==> src/rtl/nn_sequencer.sv <==
// nn_sequencer: evaluates the 2-3-1 unsigned network by time-multiplexing one multiply-accumulate unit.
// Latency: done pulses 10 cycles after an accepted start; one inference per 10 cycles, back-to-back allowed.
// Backpressure: none; start and cfg_we are dropped while busy (no queueing).
// Ports: clk, rst (synchronous, active-high); cfg_we/cfg_addr/cfg_data program weights (0-8) and
//        biases (9-12) while idle; start/x1/x2 launch a run; busy/done report progress;
//        y is the registered network output, h_out = {h3,h2,h1} from the last completed run.
module nn_sequencer #(
  parameter int XW = 2,
  parameter int BW = 4,
  parameter int AW = 6
) (
  input  logic            clk,
  input  logic            rst,
  input  logic            cfg_we,
  input  logic [3:0]      cfg_addr,
  input  logic [BW-1:0]   cfg_data,
  input  logic            start,
  input  logic [XW-1:0]   x1,
  input  logic [XW-1:0]   x2,
  output logic            busy,
  output logic            done,
  output logic [XW-1:0]   y,
  output logic [3*XW-1:0] h_out
);

  typedef enum logic [1:0] {IDLE, HID, OUT} state_t;

  state_t          state, state_nx;
  logic [1:0]      j_r, j_nx;        // hidden neuron index
  logic [1:0]      k_r, k_nx;        // term index within the current dot product
  logic [AW-1:0]   acc_r, acc_nx;
  logic [XW-1:0]   x1_r, x1_nx, x2_r, x2_nx;
  logic [XW-1:0]   w_r [0:8];        // w11,w12,w13,w21,w22,w23,w01,w02,w03
  logic [BW-1:0]   b_r [0:3];        // b1,b2,b3,bo
  logic [XW-1:0]   h_r [0:2];
  logic [XW-1:0]   h_nx [0:2];
  logic [XW-1:0]   y_r, y_nx;
  logic [3*XW-1:0] h_out_r, h_out_nx;
  logic            done_r, done_nx;

  logic [XW-1:0]   op_a, op_w;
  logic [AW-1:0]   mac;
  logic [BW-1:0]   b1_eff;
  logic [3:0]      b_idx;

  function automatic logic [XW-1:0] sat2(input logic [AW-1:0] a);
    if (a > AW'({XW{1'b1}})) return {XW{1'b1}};
    else return a[XW-1:0];
  endfunction

  // A write to b1 in the start cycle must be seen by the run it launches,
  // and b1 is the only register consumed on that same edge.
  assign b1_eff = (cfg_we && cfg_addr == 4'd9) ? cfg_data : b_r[0];
  assign b_idx  = cfg_addr - 4'd9;

  // Shared MAC operand selection
  always_comb begin
    op_a = '0;
    op_w = '0;
    if (state == OUT) begin
      op_a = h_r[k_r];
      op_w = w_r[4'd6 + {2'b00, k_r}];
    end else if (k_r == 2'd0) begin
      op_a = x1_r;
      op_w = w_r[{2'b00, j_r}];
    end else begin
      op_a = x2_r;
      op_w = w_r[4'd3 + {2'b00, j_r}];
    end
  end

  assign mac = acc_r + AW'(op_a) * AW'(op_w);

  // Next-state and datapath control
  always_comb begin
    state_nx = state;
    j_nx     = j_r;
    k_nx     = k_r;
    acc_nx   = acc_r;
    x1_nx    = x1_r;
    x2_nx    = x2_r;
    h_nx     = h_r;
    y_nx     = y_r;
    h_out_nx = h_out_r;
    done_nx  = 1'b0;
    unique case (state)
      IDLE: begin
        if (start) begin
          x1_nx    = x1;
          x2_nx    = x2;
          acc_nx   = AW'(b1_eff);
          j_nx     = 2'd0;
          k_nx     = 2'd0;
          state_nx = HID;
        end
      end
      HID: begin
        if (k_r == 2'd0) begin
          acc_nx = mac;
          k_nx   = 2'd1;
        end else begin
          h_nx[j_r] = sat2(mac);
          k_nx      = 2'd0;
          if (j_r == 2'd2) begin
            acc_nx   = AW'(b_r[3]);
            j_nx     = 2'd0;
            state_nx = OUT;
          end else begin
            acc_nx = AW'(b_r[j_r + 2'd1]);
            j_nx   = j_r + 2'd1;
          end
        end
      end
      OUT: begin
        acc_nx = mac;
        if (k_r == 2'd2) begin
          // Results become visible together with done; h_out tracks the completed run only.
          y_nx     = sat2(mac);
          h_out_nx = {h_r[2], h_r[1], h_r[0]};
          done_nx  = 1'b1;
          k_nx     = 2'd0;
          state_nx = IDLE;
        end else begin
          k_nx = k_r + 2'd1;
        end
      end
      default: state_nx = IDLE;
    endcase
  end

  always_ff @(posedge clk) begin
    if (rst) begin
      state   <= IDLE;
      j_r     <= '0;
      k_r     <= '0;
      acc_r   <= '0;
      x1_r    <= '0;
      x2_r    <= '0;
      y_r     <= '0;
      h_out_r <= '0;
      done_r  <= 1'b0;
      for (int i = 0; i < 9; i++) w_r[i] <= '0;
      for (int i = 0; i < 4; i++) b_r[i] <= '0;
      for (int i = 0; i < 3; i++) h_r[i] <= '0;
    end else begin
      state   <= state_nx;
      j_r     <= j_nx;
      k_r     <= k_nx;
      acc_r   <= acc_nx;
      x1_r    <= x1_nx;
      x2_r    <= x2_nx;
      y_r     <= y_nx;
      h_out_r <= h_out_nx;
      done_r  <= done_nx;
      for (int i = 0; i < 3; i++) h_r[i] <= h_nx[i];
      // Configuration is frozen for the whole run; addresses 13-15 are unmapped.
      if (cfg_we && state == IDLE) begin
        if (cfg_addr <= 4'd8) w_r[cfg_addr] <= cfg_data[XW-1:0];
        else if (cfg_addr <= 4'd12) b_r[b_idx[1:0]] <= cfg_data;
      end
    end
  end

  assign busy  = (state != IDLE);
  assign done  = done_r;
  assign y     = y_r;
  assign h_out = h_out_r;

endmodule

==> config.mk <==
export PLATFORM = sky130hd
export DESIGN_NAME = nn_sequencer
export DESIGN_NICKNAME = d
export VERILOG_FILES = /design/src/rtl/nn_sequencer.sv
export SDC_FILE = /design/constraint.sdc
export NUM_CORES = 1
export LEC_CHECK = 0
export CORE_UTILIZATION = 38
export CTS_BUF_LIST = sky130_fd_sc_hd__clkbuf_8
export CTS_CLUSTER_DIAMETER = 100
export DETAILED_ROUTE_END_ITERATION = 16
export HOLD_SLACK_MARGIN = 0.15
export SYNTH_ARGS = -nofsm -noshare
export SYNTH_HDL_FRONTEND = slang
export SYNTH_SLANG_ARGS = --single-unit
export TNS_END_PERCENT = 1
==> constraint.sdc <==
create_clock -name clk -period 10.7 [get_ports clk]
set_clock_uncertainty 0.15 [all_clocks]
set_input_delay 2.675 -clock clk [delete_from_list [all_inputs] [get_ports clk]]
set_output_delay 2.675 -clock clk [all_outputs]
set_load 0.05 [all_outputs]
# Word level (Yosys, flattened, before mapping)

Memory sizes are Yosys's and may differ from the RTL's. A register that Yosys moved wholly into a read port is not among the register bits.
Cells that the tools add are included.

Output and inout bits: 10
Input bits: 16
Memories: 2
Word-level logic and storage cells: 107
RAM bits: 34
Register bits after elaboration: 31

$mul: 1
Add/subtract/negate cells: 6
Order comparisons: 6
Reduce and logical (&&, ||, !) cells: 17
Bitwise gates (word level): 4
Eq/ne operators: 9
Mux-type cells: 50

Memories:

| name | words | bits a word | rd ports | clocked after Yosys merged registers in | wr ports | line | RTL |
|---|---|---|---|---|---|---|---|
| w_r  | 9     | 2           | 3        | 1                                       | 9        | 33   | `logic [XW-1:0] w_r [0:8];` |
| b_r  | 4     | 4           | 3        | 0                                       | 4        | 34   | `logic [BW-1:0] b_r [0:3];` |

Operator list:

| operator                                                                        | number |
|---|---|
| 2-bit 2-to-1 mux                                                                | 20 |
| 4-bit 2-to-1 mux                                                                | 6 |
| 6-bit one-hot mux with 3 select lines                                           | 1 |
| 1-bit 2-to-1 mux                                                                | 15 |
| 6-bit 2-to-1 mux                                                                | 2 |
| 2-bit one-hot mux with 3 select lines                                           | 2 |
| 4-bit <= comparator, second input constant                                      | 2 |
| 2-bit AND reduction                                                             | 4 |
| 6-bit by 4-bit adder with 6-bit output                                          | 1 |
| 6-bit bitwise mux                                                               | 1 |
| 2-bit equality test, second input constant                                      | 3 |
| 3-bit >= comparator, second input constant                                      | 2 |
| 6-bit by 2-bit greater-than comparator with 1-bit output, second input constant | 1 |
| 2-bit != test, second input constant                                            | 3 |
| 2-bit NOT with 3-bit output                                                     | 2 |
| 2-bit by 1-bit adder with 2-bit output, second input constant                   | 2 |
| 3-bit by 2-bit adder with 4-bit output, first input constant                    | 1 |
| 2-bit binary-select mux with 2-bit select                                       | 1 |
| 2-bit demux with 2-bit select                                                   | 1 |
| 4-bit equality test, second input constant                                      | 1 |
| 2-bit zero test                                                                 | 2 |
| 2-bit by 2-bit multiplier with 4-bit output                                     | 1 |
| 2-bit one-hot mux with 2 select lines                                           | 1 |
| 4-bit AND reduction                                                             | 1 |
| other kinds (12)                                                                | 17 |

# Logic depth before layout (Yosys ltp)

Depth in word-level cells: 12
Mapped depth: 16
Depth with buffers taken out: 14

# Least setup slack after synthesis

OpenSTA, ideal clock, no wires.

Path kind: in2reg
Start: in cfg_addr[0]
End: mem b_r[2][0], enable pin
Path slack: 6.495 ns
Path buffers: 0
Data arrival time: 3.758 ns
Data required time: 10.253 ns
Stages: 6
Library setup time: 0.297 ns
Cells stage by stage: inv_1 > ha_1 > xor2_1 > nor3_2 > nor3b_2 > or2_2

RTL lines:

| element            | line | RTL |
|---|---|---|
| start: declaration | 15   | `input logic [3:0] cfg_addr,` |
| end: declaration   | 34   |  |

# Final worst setup path

Start: reg j_r[0]
End: reg y_r[0] (netlist: y[0])

Cells in the longest elaborated chain, start to end: 8

RTL lines:

| element                                                  | line | RTL |
|---|---|---|
| start: declaration                                       | 29   | `logic [1:0] j_r, j_nx;` |
| start signal: assignment                                 | 147  | `j_r <= j_nx;` |
| 2-bit by 2-bit adder with 3-bit output (*)               | 68   | `op_w = w_r[4'd3 + {2'b00, j_r}];` |
| memory 9 x 2 bit (*)                                     | n/a  |  |
| 2-bit 2-to-1 mux (*)                                     | 63   | `end else if (k_r == 2'd0) begin` |
| 2-bit 2-to-1 mux (*)                                     | 60   | `if (state == OUT) begin` |
| 2-bit by 2-bit multiplier with 4-bit output (*)          | 72   | `assign mac = acc_r + AW'(op_a) * AW'(op_w);` |
| 6-bit by 4-bit adder with 6-bit output (*)               | 72   |  |
| 6-bit by 2-bit greater-than comparator with 1-bit output | 47   | `if (a > AW'({XW{1'b1}})) return {XW{1'b1}};` |
| 2-bit 2-to-1 mux (*)                                     | 47   |  |
| end signal: assignment                                   | 152  | `y_r <= y_nx;` |
| end: declaration                                         | 37   | `logic [XW-1:0] y_r, y_nx;` |

Every way passes the cells marked *; elsewhere a longest branch is shown, timed or not.
A chain may end at the register's enable or synchronous reset.

==> results.sh <==
export IMPL_startpoint="j_r[0]$_SDFFE_PP0P_"
export IMPL_max_cap_violations=0
export IMPL_p_leak_nw=1.68
export IMPL_p_switching_mw=0.166
export IMPL_rrSetupSlack_ps=5740
export IMPL_synth_compound_area_share_pct=14.6
export IMPL_synth_adder_area_share_pct=6.39
export IMPL_start_util_pct=39.9
export IMPL_num_fill_cells=970
export IMPL_drc=0
export IMPL_critPathRequiredTime_ps=10790
export IMPL_grt_setup_unrepaired="false"
export IMPL_rr_startpoint="j_r[0]$_SDFFE_PP0P_"
export IMPL_grt_pass1_vias=2822
export IMPL_drive_above_1_share_pct=12.0
export IMPL_synth_main_ff_cell="edfxtp_1"
export IMPL_synth_distinct_cells=56
export IMPL_synthSimpleGateAreaFrac_pct=20.7
export IMPL_cts_sinks=69
export IMPL_core_sq_mm=0.00991
export IMPL_drt_total_wl_mm=8.53
export IMPL_io_pins=26
export IMPL_synth_edf_count=36
export IMPL_slew_headroom_pct=36.0
export IMPL_clock_latency_ps=360
export IMPL_drtIter0Drc=152
export IMPL_async_flop_share_pct=0
export IMPL_status="completed"
export IMPL_p_seq_share_pct=49.3
export IMPL_cts_buffer_depth=2
export IMPL_synth_seq_cells=69
export IMPL_cts_tree="done"
export IMPL_cts_root_buf="clkbuf_8"
export IMPL_synthTopCellsByArea="edfxtp_1 27%, dfxtp_1 17%, ha_1 5.4%"
export IMPL_htreeDepth=3
export IMPL_final_max_slew_viol_count=0
export IMPL_track_usage_pct=16.7
export IMPL_path_clk_slew_ps=80
export IMPL_hp_class="flip-flop to flip-flop"
export IMPL_dieArea_sq_mm=0.0108
export IMPL_synth_top_cell_area_share_pct=27.3
export IMPL_end_kind="flip-flop"
export IMPL_final_nets=430
export IMPL_die_y_um=104
export IMPL_period_minus_slack_ps=4960
export IMPL_hpwl_mm=6.12
export IMPL_layout_common_cells="36 x edfxtp_1, 33 x dfxtp_1, 28 x nand2_1, 26 x nor2_1"
export IMPL_reg2reg_depth=14
export IMPL_postSynthCellCount=382
export IMPL_crit_fanout=16
export IMPL_worstMarginPinSlew_ps=952
export IMPL_clock_power_share_pct=36.6
export IMPL_holdBufCountCts=0
export IMPL_cts_setup_buffers=0
export IMPL_syn_nets=417
export IMPL_grt_pass1_wl_mm=14.0
export IMPL_gp_congestion=0.798
export IMPL_cts_resized=0
export IMPL_grt_max_degree=49
export IMPL_path_class="flip-flop to flip-flop"
export IMPL_timing_rr_end="y[0]$_SDFFE_PP0P_"
export IMPL_ys_seq_area_share_pct=44.0
export IMPL_final_common_cell="edfxtp_1"
export IMPL_endpoint="y[0]$_SDFFE_PP0P_"
export IMPL_synth_xor_area_share_pct=0.443
export IMPL_portBuffers=25
export IMPL_switching_share_pct=27.9
export IMPL_synth_area_sq_mm=0.00396
export IMPL_ys_warn_count=0
export IMPL_grt_overflow_total=0
export IMPL_post_route_period_util_pct=46.4
export IMPL_peakVddDrop_mv=0.0771
export IMPL_num_vias=2886
export IMPL_synth_top_family_by_area="simple AND/OR/NAND/NOR gates"
export IMPL_die_w_um=104
export IMPL_setup_tns_final_ps=0
export IMPL_internal_power_mw=0.430
export IMPL_cts_made_buffers=9
export IMPL_drt_first_pass_iters=4
export IMPL_area_delta_synth_final_pct=12.3
export IMPL_worstPathArrival_ps=5060
export IMPL_final_antenna_net_count=0
export IMPL_hold_viol=0
export IMPL_p_comb_share_pct=14.1
export IMPL_via_per_inst=5.41
export IMPL_crit_path_start_kind="flip-flop"
export IMPL_final_util_pct=44.8
export IMPL_synth_mux_area_share_pct=8.54
export IMPL_placementRows=36
export IMPL_powerDensity_mw_per_mm2=134
export IMPL_antenna_cells=0
export IMPL_wl_per_cell_um=16.0
export IMPL_avgSynthCellArea_sq_um=10.4
export IMPL_fmax_ghz=0.202
export IMPL_synth_top_area_cell="edfxtp_1"
export IMPL_final_setup_viol_count=0
export IMPL_antenna_found_initial=0
## sequential cells by signal, indices dropped and copies added, names as in the netlist, named ones only
signal / cells
x2_r: 2
b_r: 16
w_r: 20
h_out: 6
acc_r: 6
h_r: 6
x1_r: 2
state: 2
done: 1
k_r: 2
j_r: 2
y: 2
## power groups by stage
stage | Clock, mW | Combinational [mW] | Sequential [mW]
6_report | 0.218 | 0.0839 | 0.294
2_1_floorplan | 0 | 0.0609 | 0.297
3_3_place_gp | 0 | 0.0827 | 0.300
5_1_grt | 0.230 | 0.0924 | 0.295
3_5_place_dp | 0 | 0.0845 | 0.300
4_1_cts | 0.221 | 0.0846 | 0.294
## synthesized netlist by cell type, types with 7 or more instances
cell type	number
nand2_1	28
clkbuf_1	10
a21o_1	9
mux2i_1	9
ha_1	17
dfxtp_1	33
o21ai_0	8
a21oi_1	23
nor2b_1	8
and3_1	16
nor2_1	26
edfxtp_1	36
or2_2	7
and2_1	25
mux4_2	8
o31a_1	8
buf_2	7
inv_1	19
## worst min-delay path by stage
stage                          start                     to  depth (start not counted)
2_1_floorplan   x1_r[0]$_SDFFE_PP0P_   x1_r[0]$_SDFFE_PP0P_                          2
3_3_place_gp    x1_r[0]$_SDFFE_PP0P_   x1_r[0]$_SDFFE_PP0P_                          2
3_5_place_dp   h_out[0]$_SDFFE_PP0P_  h_out[0]$_SDFFE_PP0P_                          2
4_1_cts        h_out[0]$_SDFFE_PP0P_  h_out[0]$_SDFFE_PP0P_                          2
5_1_grt         x2_r[0]$_SDFFE_PP0P_   x2_r[0]$_SDFFE_PP0P_                          2
6_report        x1_r[1]$_SDFFE_PP0P_   x1_r[1]$_SDFFE_PP0P_                          2
## cells by family (layout without fill, tap and decap cells)
logic type	count (synthesis)	in the layout
simple gates	146	146
compound gates	80	80
flops	69	69
buf+inv	43	61
mux	23	23
fa+ha+maj	19	19
xor+xnor	2	2
## final cells by class
cell class                 count  area (sq um)  area share (%)
clock buffer                   9           124            2.79
clock inverter                 7          75.1            1.69
inverter                      19          71.3            1.61
multi-input combinational    270          2010            45.2
sequential                    69          1740            39.2
tap                          133           166            3.75
timing repair buffer          26           258            5.80
## per-layer routing
metal  wire length (um)  up-vias  share of wire, %  track usage (%)
met3                333       13               3.9             3.88
met4                113        0               1.3             6.53
met2               4010       79                47             27.8
li1                   -     1421                 -                -
met1               4070     1373                48             20.8
met5                  0        -                 0                0
## through the flow
step / hold slack (ps) / cells / total power [mW] / cell area (sq um) / worst slack (ps)
2_1_floorplan: 283 / 382 / 0.358 / 3960 / 6490
3_3_place_gp: 290 / 517 / 0.383 / 4240 / 5600
3_5_place_dp: 300 / 517 / 0.385 / 4240 / 5550
4_1_cts: 311 / 533 / 0.600 / 4440 / 5720
5_1_grt: 326 / 533 / 0.618 / 4440 / 5400
6_report: 308 / 533 / 0.596 / 4440 / 5740
## critical path, cell delays in order (launching register included)
cell and delay, ps:
dfxtp_1 560, inv_1 210, ha_1 740, mux4_2 570, mux2i_1 160, a211oi_1 110
and2_1 180, fa_1 500, ha_1 170, inv_1 50, fa_1 420, xor2_1 240
a32oi_1 130, o2bb2ai_1 300, o31a_1 350
No activity file was read; power rests on OpenSTA's default activity.
==> variant (config.mk and constraints unchanged) <==
Encoding of `state_t`: now one-hot (3 bits for 3 states).
--- a/src/rtl/nn_sequencer.sv
+++ b/src/rtl/nn_sequencer.sv
@@ -25,3 +25,3 @@
 
-  typedef enum logic [1:0] {IDLE, HID, OUT} state_t;
+  typedef enum logic [2:0] {IDLE = 3'b001, HID = 3'b010, OUT = 3'b100} state_t;
 
Function: no difference found for any inputs over 10 cycles, from zero or initial values and one cycle with rst high; not proved beyond that.
==> variant against the unedited design <==
Non-clock buffer count increased by 5; setup slack improved by 0.038 ns; utilization increased by 0.55 points; count of clock-buffer cells in the layout increased by 2; area after synthesis decreased by 1.9%; die area decreased by 1.9%; power increased by 3.3%; design area increased by 0.31%; combinational power decreased by 12%; critical path depth decreased by 11; sequential cell count increased by 1; wire length increased by 1.9%; largest cell class unchanged.
==> variant: results (changes against the unedited design) <==
GRT
  • Antenna violations before repair: 0 (unchanged)
  • GRT overflow: 0 (unchanged)
  • First-pass GRT wire length: 14300 µm (was 14000 µm)
  • Largest net degree at the start of global routing: 48 (was 49)
  • Vias in the first global route: 2857 (was 2822)
  • GRT Overall Usage: 18.0% (was 16.7%)

Layout
  • FILL cells: 960 (was 970)
  • Number of diodes: 0 (unchanged)
  • Largest regs: w_r x20, b_r x16 (unchanged)
  • Share of cells above drive strength 1: 9.09% (was 12.0%)
  • Final net count: 423 (was 430)

Worst setup path
  • Reg2Reg Launch Point: j_r[0] (unchanged)
  • FF-to-FF path depth: 14 (unchanged)
  • Crit path launch: state[0] (was j_r[0])
  • Critical-path maximum fanout: 13 (was 16)
  • Crit path capture: busy (was y[0])
  • Arr. time, crit path: 2.10 ns (was 5.06 ns)
  • Worst r2r dst: h_r[1] (was y[0])
  • R2R Setup Slk: 6.10 ns (was 5.74 ns)

Yosys
  • Syn Nets: 406 (was 417)
  • Count of cell types in the netlist: 56 (unchanged)
  • Ranking of synthesized cells by area: edfxtp_1 28%, dfxtp_1 18%, mux2i_1 4.6% (was edfxtp_1 27%, dfxtp_1 17%, ha_1 5.4%)
  • Post-synth ARST share: 0% (unchanged)
  • Post-synth EDFFs: 36 (unchanged)
  • Sequential fraction of the synthesis area: 45.4% (was 44.0%)
  • Ys Warns: 0 (unchanged)
  • Synth cell count leaders: 36 x edfxtp_1, 34 x dfxtp_1, 24 x a21oi_1 (was 36 x edfxtp_1, 33 x dfxtp_1, 28 x nand2_1)

Route
  • Final wirelength: 8700 µm (was 8530 µm)
  • Via density: 5.44 (was 5.41)
  • 1st-pass router iterations: 4 (unchanged)
  • Iteration-0 DRC Markers: 115 (was 152)

Clock network
  • # H-tree levels: 3 (unchanged)
  • Worst-Skew Late Latency: 0.35 ns
  • Number of hold buffers added after CTS: 0 (unchanged)
  • Post-CTS Setup Bufs: 0 (unchanged)
  • CTS Buffer Depth: 2 (unchanged)
  • Clk pin slew, worst setup/hold paths: 0.08 ns (about the same)
  • # resized after CTS: 0 (unchanged)
  • Root Driver: clkbuf_8 (unchanged)
  • CTS buffer count: 9 (unchanged)

Power and ir drop
  • Internal power: 0.465 mW (was 0.430 mW)
  • Pleak: 1.70 nW (was 1.68 nW)
  • Peak supply drop: 0.0564 mV (was 0.0771 mV)

Place
  • DPL Wire Length: 6340 µm (was 6120 µm)
  • Placer Congestion: 0.800 (was 0.798)
  • Port bufs: 25 (unchanged)
  • Dpl ws: 5.45 ns (was 5.55 ns)

Outcome
  • Status: finished, final reports clean (unchanged)

Worst hold path
  • Min-delay worst type: reg -> reg (unchanged)
  • Hold depth: 2 (unchanged)

STA
  • Fin crit share: 46.0% (was 46.4%)
  • Max-slew headroom: 57.7% (was 36.0%)
variant: area by class of cell:
class                      count  area, µm²  share of cell area (%)
sequential                    70       1760                    39.5
inverter                      13       48.8                    1.10
timing repair buffer          31        295                    6.63
clock inverter                 5       75.1                    1.68
tap                          133        166                    3.73
clock buffer                  11        151                    3.40
multi-input combinational    266       1960                    43.9
variant: logic make-up after synthesis:
family,share of synthesized area [%]
muxes,9.48
DFF,45.4
xor gates and xnor gates,0.452
adders and majority gates,5.55
buffers and inverters,4.16
AOI/OAI and AO/OA,13.8
and+or+nand+nor,21.1
variant: power groups by stage:
| stage | registers (mW) | clock network [mW] | logic (mW) |
|---|---|---|---|
| after floorplan | 0.300 | 0 | 0.0527 |
| after global placement | 0.305 | 0 | 0.0726 |
| after detailed placement | 0.305 | 0 | 0.0738 |
| after CTS | 0.299 | 0.246 | 0.0740 |
| after global routing | 0.301 | 0.255 | 0.0808 |
| final | 0.299 | 0.242 | 0.0738 |
variant: stage by stage:
stage	instance area [µm²]	std cells	utilization (%)	hold WS (ns)	total power, mW
after global placement	4230	513	43.1	0.297	0.378
after floorplan	3880	374	-	0.305	0.353
after CTS	4460	529	45.4	0.309	0.619
final	4460	529	45.4	0.305	0.615
after detailed placement	4230	513	43.1	0.298	0.379
after global routing	4460	529	45.4	0.336	0.637
variant: how the worst min path moves through the flow:
stage / start / end
finish: h_out[0] / h_out[0]
CTS: h_out[4] / h_out[4]
floorplan: h_r[4] / h_out[0]
detailed placement: h_out[4] / h_out[4]
global route: h_out[3] / h_out[3]
global placement: h_out[2] / h_out[2]
variant: critical path, cell delays in order (launching register included):
cell             delay (ns)
dfxtp_1                0.56
nor3b_1                0.29
inv_1                  0.16
clkdlybuf4s50_1        0.74
variant: routing by layer:
metal / vias up / GRT usage (%) / part of all wire (%)
li1: 1424 / - / -
met1: 1382 / 23.0 / 46
met2: 59 / 30.4 / 48
met3: 13 / 3.66 / 4.1
met4: 0 / 6.07 / 1.7
met5: - / 0 / 0
